## config.mk

```make
export PLATFORM = sky130hd
export DESIGN_NAME = data_mem_mmio
export DESIGN_NICKNAME = d
export VERILOG_FILES = /design/src/rtl/data_mem_mmio.sv
export SDC_FILE = /design/constraint.sdc
export NUM_CORES = 2
export LEC_CHECK = 0
export ABC_AREA = 1
export BUFFER_PORTS_ARGS = -buffer_cell sky130_fd_sc_hd__clkbuf_2
export CORE_MARGIN = 4
export CORE_UTILIZATION = 45
export DETAILED_ROUTE_END_ITERATION = 8
export PLACE_DENSITY = 0.61
export SLEW_MARGIN = 20
export SYNTH_ARGS = -nofsm -noshare
export SYNTH_HDL_FRONTEND = slang
export SYNTH_SLANG_ARGS = --single-unit
```

## constraint.sdc

```tcl
create_clock -name clk -period 6.05 [get_ports clk]
set_input_delay 0.3025 -clock clk [delete_from_list [all_inputs] [get_ports clk]]
set_output_delay 0.3025 -clock clk [all_outputs]
set_load 0.005 [all_outputs]
```

## src/rtl/data_mem_mmio.sv

```systemverilog
// Data-side memory stage: word RAM, free-running cycle counter and a byte TX FIFO behind MMIO.
// Optional: define DMEM_TX_IRQ_EN to add the tx_irq pulse raised when the FIFO drains empty.
module data_mem_mmio #(
  parameter int MEM_WORDS  = 64,
  parameter int FIFO_DEPTH = 4
) (
  input  logic        clk,
  input  logic        reset,
  input  logic [31:0] addr,
  input  logic [31:0] wdata,
  input  logic        we,
  output logic [31:0] rdata,
  output logic [7:0]  tx_data,
  output logic        tx_valid,
  input  logic        tx_ready
`ifdef DMEM_TX_IRQ_EN
  ,
  output logic        tx_irq
`endif
);

  localparam int AW = $clog2(MEM_WORDS);
  localparam int PW = $clog2(FIFO_DEPTH);
  localparam int CW = $clog2(FIFO_DEPTH + 1);
  localparam logic [CW-1:0] FULL_COUNT = CW'(FIFO_DEPTH);

  logic          in_ram;
  logic          in_mmio;
  logic          sel_txdata;
  logic          sel_status;
  logic          sel_cycle;
  logic [AW-1:0] ram_idx;
  logic          addr_unused;

  assign in_ram      = (addr[31:12] == 20'h00000);
  assign in_mmio     = (addr[31:12] == 20'h00001);
  assign sel_txdata  = in_mmio && (addr[11:2] == 10'd0);
  assign sel_status  = in_mmio && (addr[11:2] == 10'd1);
  assign sel_cycle   = in_mmio && (addr[11:2] == 10'd2);
  assign ram_idx     = addr[AW+1:2];
  assign addr_unused = ^addr[1:0];

  logic [31:0] mem_q [MEM_WORDS];

  // RAM contents are deliberately left out of reset.
  always_ff @(posedge clk) begin
    if (we && in_ram) begin
      mem_q[ram_idx] <= wdata;
    end
  end

  logic [7:0]    fifo_q [FIFO_DEPTH];
  logic [7:0]    fifo_d [FIFO_DEPTH];
  logic [PW-1:0] rd_ptr_q, rd_ptr_d;
  logic [PW-1:0] wr_ptr_q, wr_ptr_d;
  logic [CW-1:0] count_q, count_d;
  logic          overflow_q, overflow_d;
  logic [31:0]   cycle_q, cycle_d;
  logic          pop;
  logic          push_req;
  logic          push_ok;

  assign tx_valid = (count_q != '0);
  assign tx_data  = fifo_q[rd_ptr_q];

  // A push into a full FIFO still lands when the head is leaving on the same edge.
  always_comb begin
    pop      = tx_valid && tx_ready;
    push_req = we && sel_txdata;
    push_ok  = push_req && ((count_q != FULL_COUNT) || pop);

    fifo_d   = fifo_q;
    rd_ptr_d = rd_ptr_q;
    wr_ptr_d = wr_ptr_q;
    count_d  = count_q;

    if (push_ok) begin
      fifo_d[wr_ptr_q] = wdata[7:0];
      wr_ptr_d         = wr_ptr_q + PW'(1);
    end
    if (pop) begin
      rd_ptr_d = rd_ptr_q + PW'(1);
    end
    if (push_ok && !pop) begin
      count_d = count_q + CW'(1);
    end else if (pop && !push_ok) begin
      count_d = count_q - CW'(1);
    end

    overflow_d = overflow_q;
    if (we && sel_status) begin
      overflow_d = 1'b0;
    end
    if (push_req && !push_ok) begin
      overflow_d = 1'b1;
    end

    cycle_d = (we && sel_cycle) ? wdata : cycle_q + 32'd1;
  end

  always_ff @(posedge clk or negedge reset) begin
    if (!reset) begin
      fifo_q     <= '{default: '0};
      rd_ptr_q   <= '0;
      wr_ptr_q   <= '0;
      count_q    <= '0;
      overflow_q <= 1'b0;
      cycle_q    <= '0;
    end else begin
      fifo_q     <= fifo_d;
      rd_ptr_q   <= rd_ptr_d;
      wr_ptr_q   <= wr_ptr_d;
      count_q    <= count_d;
      overflow_q <= overflow_d;
      cycle_q    <= cycle_d;
    end
  end

  logic [2:0] count3;

  always_comb begin
    count3 = '0;
    for (int i = 0; i < 3 && i < CW; i++) begin
      count3[i] = count_q[i];
    end
  end

  always_comb begin
    rdata = 32'd0;
    if (in_ram) begin
      rdata = mem_q[ram_idx];
    end else if (sel_status) begin
      rdata = {23'd0, overflow_q, 3'd0, count3, (count_q == '0), (count_q == FULL_COUNT)};
    end else if (sel_cycle) begin
      rdata = cycle_q;
    end
  end

`ifdef DMEM_TX_IRQ_EN
  logic tx_irq_q, tx_irq_d;

  // Only a pop that empties the FIFO without a refilling push counts as drained.
  always_comb begin
    tx_irq_d = pop && !push_ok && (count_q == CW'(1));
  end

  always_ff @(posedge clk or negedge reset) begin
    if (!reset) begin
      tx_irq_q <= 1'b0;
    end else begin
      tx_irq_q <= tx_irq_d;
    end
  end

  assign tx_irq = tx_irq_q;
`endif

endmodule
```

* Yosys cells after proc, flatten, opt, wreduce, memory -nomap -nowiden
Memory sizes are Yosys's and may differ from the RTL's.
Cells that the tools add are included.
** Word-level totals
- Register bits after elaboration :: 72
- RAM bits :: 2048
- Input bits :: 68
- Output and inout bits :: 41
- Memories kept :: 1
** Cells by class
- Add/subtract/negate cells :: 5
- $lt $le $gt $ge :: 3
- Eq/ne operators :: 5
- Mux-type cells :: 16
- Bitwise operators :: 2
- Reductions and logical operators :: 22
** Memories
- mem_q :: depth 64, bits a word 32, rd ports 1, clocked after memory_dff 0, write ports 1, line 43 : logic [31:0] mem_q [MEM_WORDS];
** Operators with widths (number)
- $mux W32 :: 4
- $add A32 B1 Y32 const B :: 1
- $bwmux W32 :: 1
- $mux W8 :: 3
- $eq A20 B1 Y1 const B :: 1
- $logic_not A20 Y1 :: 1
- $bmux W8 S2 :: 1
- $demux W8 S2 :: 1
- $logic_and A1 B1 Y1 :: 13
- $eq A10 B1 Y1 const B :: 1
- $eq A10 B2 Y1 const B :: 1
- $logic_not A10 Y1 :: 1
- $ge A3 B3 Y1 const B :: 2
- $mux W3 :: 2
- $not A2 Y3 :: 2
- $add A2 B1 Y2 const B :: 2
- $mux W1 :: 4
- $reduce_bool A2 Y1 :: 2
- $add A3 B1 Y3 const B :: 1
- $eq A3 B3 Y1 const B :: 1
- $logic_not A3 Y1 :: 1
- $lt A3 B1 Y1 const B :: 1
- $ne A3 B3 Y1 const B :: 1
- $reduce_bool A3 Y1 :: 1
- other kinds (3) :: 4

* Depth between registers and ports, before layout
- Word-level depth :: 8
- Gate-level depth with buffers :: 14
- Depth with buffers taken out :: 13

* Worst setup path before layout
Ideal clock, no wire load.
- Path type :: input port to flip-flop
- Start point :: input port addr[23]
- End point :: memory mem_q[2][0], enable pin
- Library setup time :: 0.501 ns
- Arrival :: 4.081 ns
- Required time :: 5.549 ns
- Path slack :: 1.468 ns
- Stages :: 6
- Cell sequence :: nor2_1 > nand2_1 > nor2_1 > nand3_1 > clkbuf_1 > nor4_1
** On the way
- Word-level cells in the longest chain between the ends :: 4
** Ends and longest elaborated chain
- start: declaration :: line 9 : input logic [31:0] addr,
- $logic_not A20 Y1 :: line 35 : assign in_ram = (addr[31:12] == 20'h00000);
- $logic_and A1 B1 Y1 :: line 47 : if (we && in_ram) begin
- $mux W1 :: line 47
- $mux W1 (not written as such) :: line 48 : mem_q[ram_idx] <= wdata;
- end: declaration :: line 43
No other way between the ends.

* Worst setup path after layout
- Start point :: input port addr[13]
- End point :: output port rdata[13]
** On the way
- Word-level cells in the longest chain between the ends :: 5
** Ends and longest elaborated chain
- $eq A20 B1 Y1 :: line 36 : assign in_mmio = (addr[31:12] == 20'h00001);
- $logic_and A1 B1 Y1 :: line 39 : assign sel_cycle = in_mmio && (addr[11:2] == 10'd2);
- $mux W32 :: line 134 : end else if (sel_cycle) begin
- $mux W32 :: line 132 : end else if (sel_status) begin
- $mux W32 * :: line 130 : if (in_ram) begin
- end: declaration :: line 12 : output logic [31:0] rdata,
Every way passes the cells marked *; elsewhere a longest branch is shown, timed or not.

==> results.yml <==
outcome:
  status: "complete, no violations"
routing:
  drt_iter0_markers: 6782
  vias: 59223
  dr.pass1.iters: 6
  drc: 0
  viasPerCell: 5.21
  wl_um: 250000
  ant_nets: 0
  avgRoutedWirePerCell_um: 22.0
clocking:
  insertion_delay_ns: 0.85
  numCtsBuffers: 214
  cts_max_level: 4
  clk_pin_slew_ns: 0.06
  tritoncts: "done"
  cts.root.buffer_cell: "clkbuf_16"
  clockBufferDepth: 3
  cts_sinks: 2120
global_route:
  grt_start_max_net_pins: 211
  antenna_found_initial: 4
  grt_usage_pct: 23.6
  grt-ovfl-total: 0
  grt_pass1_vias: 55344
  grt_pass1_wl_um: 365000
job:
  maxCapViolations: 0
die:
  ioPinCount: 109
  die_w_um: 457
  core_um2: 200000
  initial_core_util_pct: 45.3
  rows: 164
  die-area_um2: 209000
  die_h_um: 457
synth:
  synth_top_family_by_area: "simple AND/OR/NAND/NOR gates"
  synthesis.nets: 8495
  synth_top_cell_by_area: "edfxtp_1"
  seq_area_frac_synth_pct: 69.9
  async_reset_ff_share_pct: 3.40
  synth-compound-area-share_pct: 3.53
  netlist.area_leader.share_pct: 67.9
  muxShareOfSynthArea_pct: 0.0124
  synth_most_common_cell: "nand2_1"
  synth_xor_area_share_pct: 0.300
  synth_area_leaders: "edfxtp_1 (68%), nand2_1 (9.4%), inv_1 (5.3%), nand3_1 (4.0%), nor2_1 (2.7%)"
  syn_inst: 8420
  yosysWarnings: 0
  netlist_area_um2: 90600
  synthSimpleGateAreaFrac_pct: 18.8
  avgSynthCellArea_um2: 10.8
  synth_edf_count: 2048
  synth_common_cells: "nand2_1 (2263), edfxtp_1 (2048), inv_1 (1280)"
  ys_types: 39
  synth-seq-cells: 2120
  synthAdderAreaFrac_pct: 0.105
  synthFlopType: "edfxtp_1"
timing:
  maxSlewViolCount: 0
  min_period_ns: 4.12
  slew_headroom_pct: 23.4
  rsz0062_at_grt: "false"
  fmax_mhz: 243
  finClkSkew_ns: 0.0196
  finalHoldViolations: 0
  setup-violations-final: 0
  setup_tns_ns: 0
  fin_crit_sh_pct: 68.1
  tightest_slew_ns: 1.15
critical_path:
  cp-start-kind: "input pin"
  crit_arrival_ns: 3.82
  cp-end-kind: "output pin"
  criticalPathCategory: "in -> out"
  cp.required_ns: 5.75
  cp_max_fo: 33
finish:
  regArea_um2: 63300
  fillers: 17355
  finalNonFillerCells: 11358
  nets: 8599
  drive_gt1_share_pct: 9.81
  area_growth_pct: 11.8
  multi_input_area_um2: 21100
placement:
  place_congestion: 0.895
  port_buffers: 106
  hpwl_um: 136000
  dp.cells: 10954
power_and_ir_drop:
  leakagePower_nw: 41.4
  vdd_drop_max_v: 0.000322
  power-per-cell-area_nw_per_um2: 300
min_path:
  hp-class: "in -> reg"
## cell usage in the layout (no fill, tap or decap), types with 139 or more instances in the layout
cell       instances
o211ai_1         165
buf_4            139
o21ai_1          247
or2_2            216
edfxtp_1        2048
nand2_1         2263
clkbuf_16        215
nand3_1          730
nor2_1           585
inv_1           1280
## what timing repair did
| item | in CTS | in global routing |
|---|---|---|
| hold buffers | 8 | 0 |
| buffers inserted | 0 | 0 |
| hold endpoints to repair | 77 | 0 |
| gates resized for setup | 0 | 0 |
## cell families after synthesis
logic type	Yosys count
multiplexers	1
adder cells (fa/ha/maj)	7
AND/OR/NAND/NOR	4027
flip-flops	2120
buffers and inverters	1681
XOR/XNOR	31
AO/OA/AOI/OAI	553
## power by group
part	internal [mW]	switching (mW)	total (mW)
Combinational	0.421	1.29	1.71
Sequential	16.1	0.0415	16.2
Clock	7.07	5.51	12.6
Total	23.6	6.84	30.4
## per-layer routing
metal  track usage (%)  vias up  wire length [um]
met2              37.9     2332            116000
met1              33.1    28846            105000
li1                  -    27677                 -
met5                 0        -                 0
met3              3.42      368             19800
met4              8.19        0              8560
## registers in the layout, summed over array words and instances, names as in the netlist
signal,cells
mem_q,2048
cycle_q,32
fifo_q,32
count3,3
rd_ptr_q,2
wr_ptr_q,2
overflow_q,1
## per-stage QoR
step	area [um2]	power, mW	utilization (%)	setup WS (ns)	hold slack, ns
6_report	101000	30.4	50.7	1.93	0.124
2_1_floorplan	90600	17.3	-	1.47	0.00691
4_1_cts	101000	30.6	50.6	1.95	0.108
5_1_grt	101000	31.4	50.6	1.75	0.157
3_3_place_gp	94500	18.1	47.2	1.81	0.451
3_5_place_dp	94600	18.2	47.3	1.83	0.455
## path summary, 6_finish.rpt
kind / from / slack [ns] / to / cells after the start
min in group asynchronous: reset / 0.26 / count3[0]$_DFFE_PN0P_ / 3
setup reg to reg: count3[0]$_DFFE_PN0P_ / 3.46 / count3[2]$_DFFE_PN0P_ / 11
hold / removal: wdata[31] / 0.12 / mem_q[54][31]$_DFFE_PP_ / 2
hold reg to reg: fifo_q[18]$_DFFE_PN0P_ / 0.47 / fifo_q[18]$_DFFE_PN0P_ / 2
setup / recovery: addr[13] / 1.93 / rdata[13] / 12
max in group asynchronous: reset / 5.20 / fifo_q[31]$_DFFE_PN0P_ / 3
## worst max-delay path: stages
cell and delay [ns]:
dlygate4sd3_1 0.54, clkbuf_2 0.12, nor2_1 0.13, dlygate4sd3_1 0.56, nand4_1 0.06, dlygate4sd3_1 0.60, nor2_4 0.20, nand2_1 0.09
inv_2 0.43, nand2_1 0.26, nand2_1 0.32, clkbuf_2 0.18
## area by class of cell
cell class,count,area share (%)
inverter,1293,4.81
antenna,3,0.00741
timing repair buffer,276,2.12
tap,2656,3.28
clock buffer,285,5.59
sequential,2120,62.5
multi-input combinational,4619,20.8
clock inverter,106,0.907
Power figures use the tool's default switching activity.
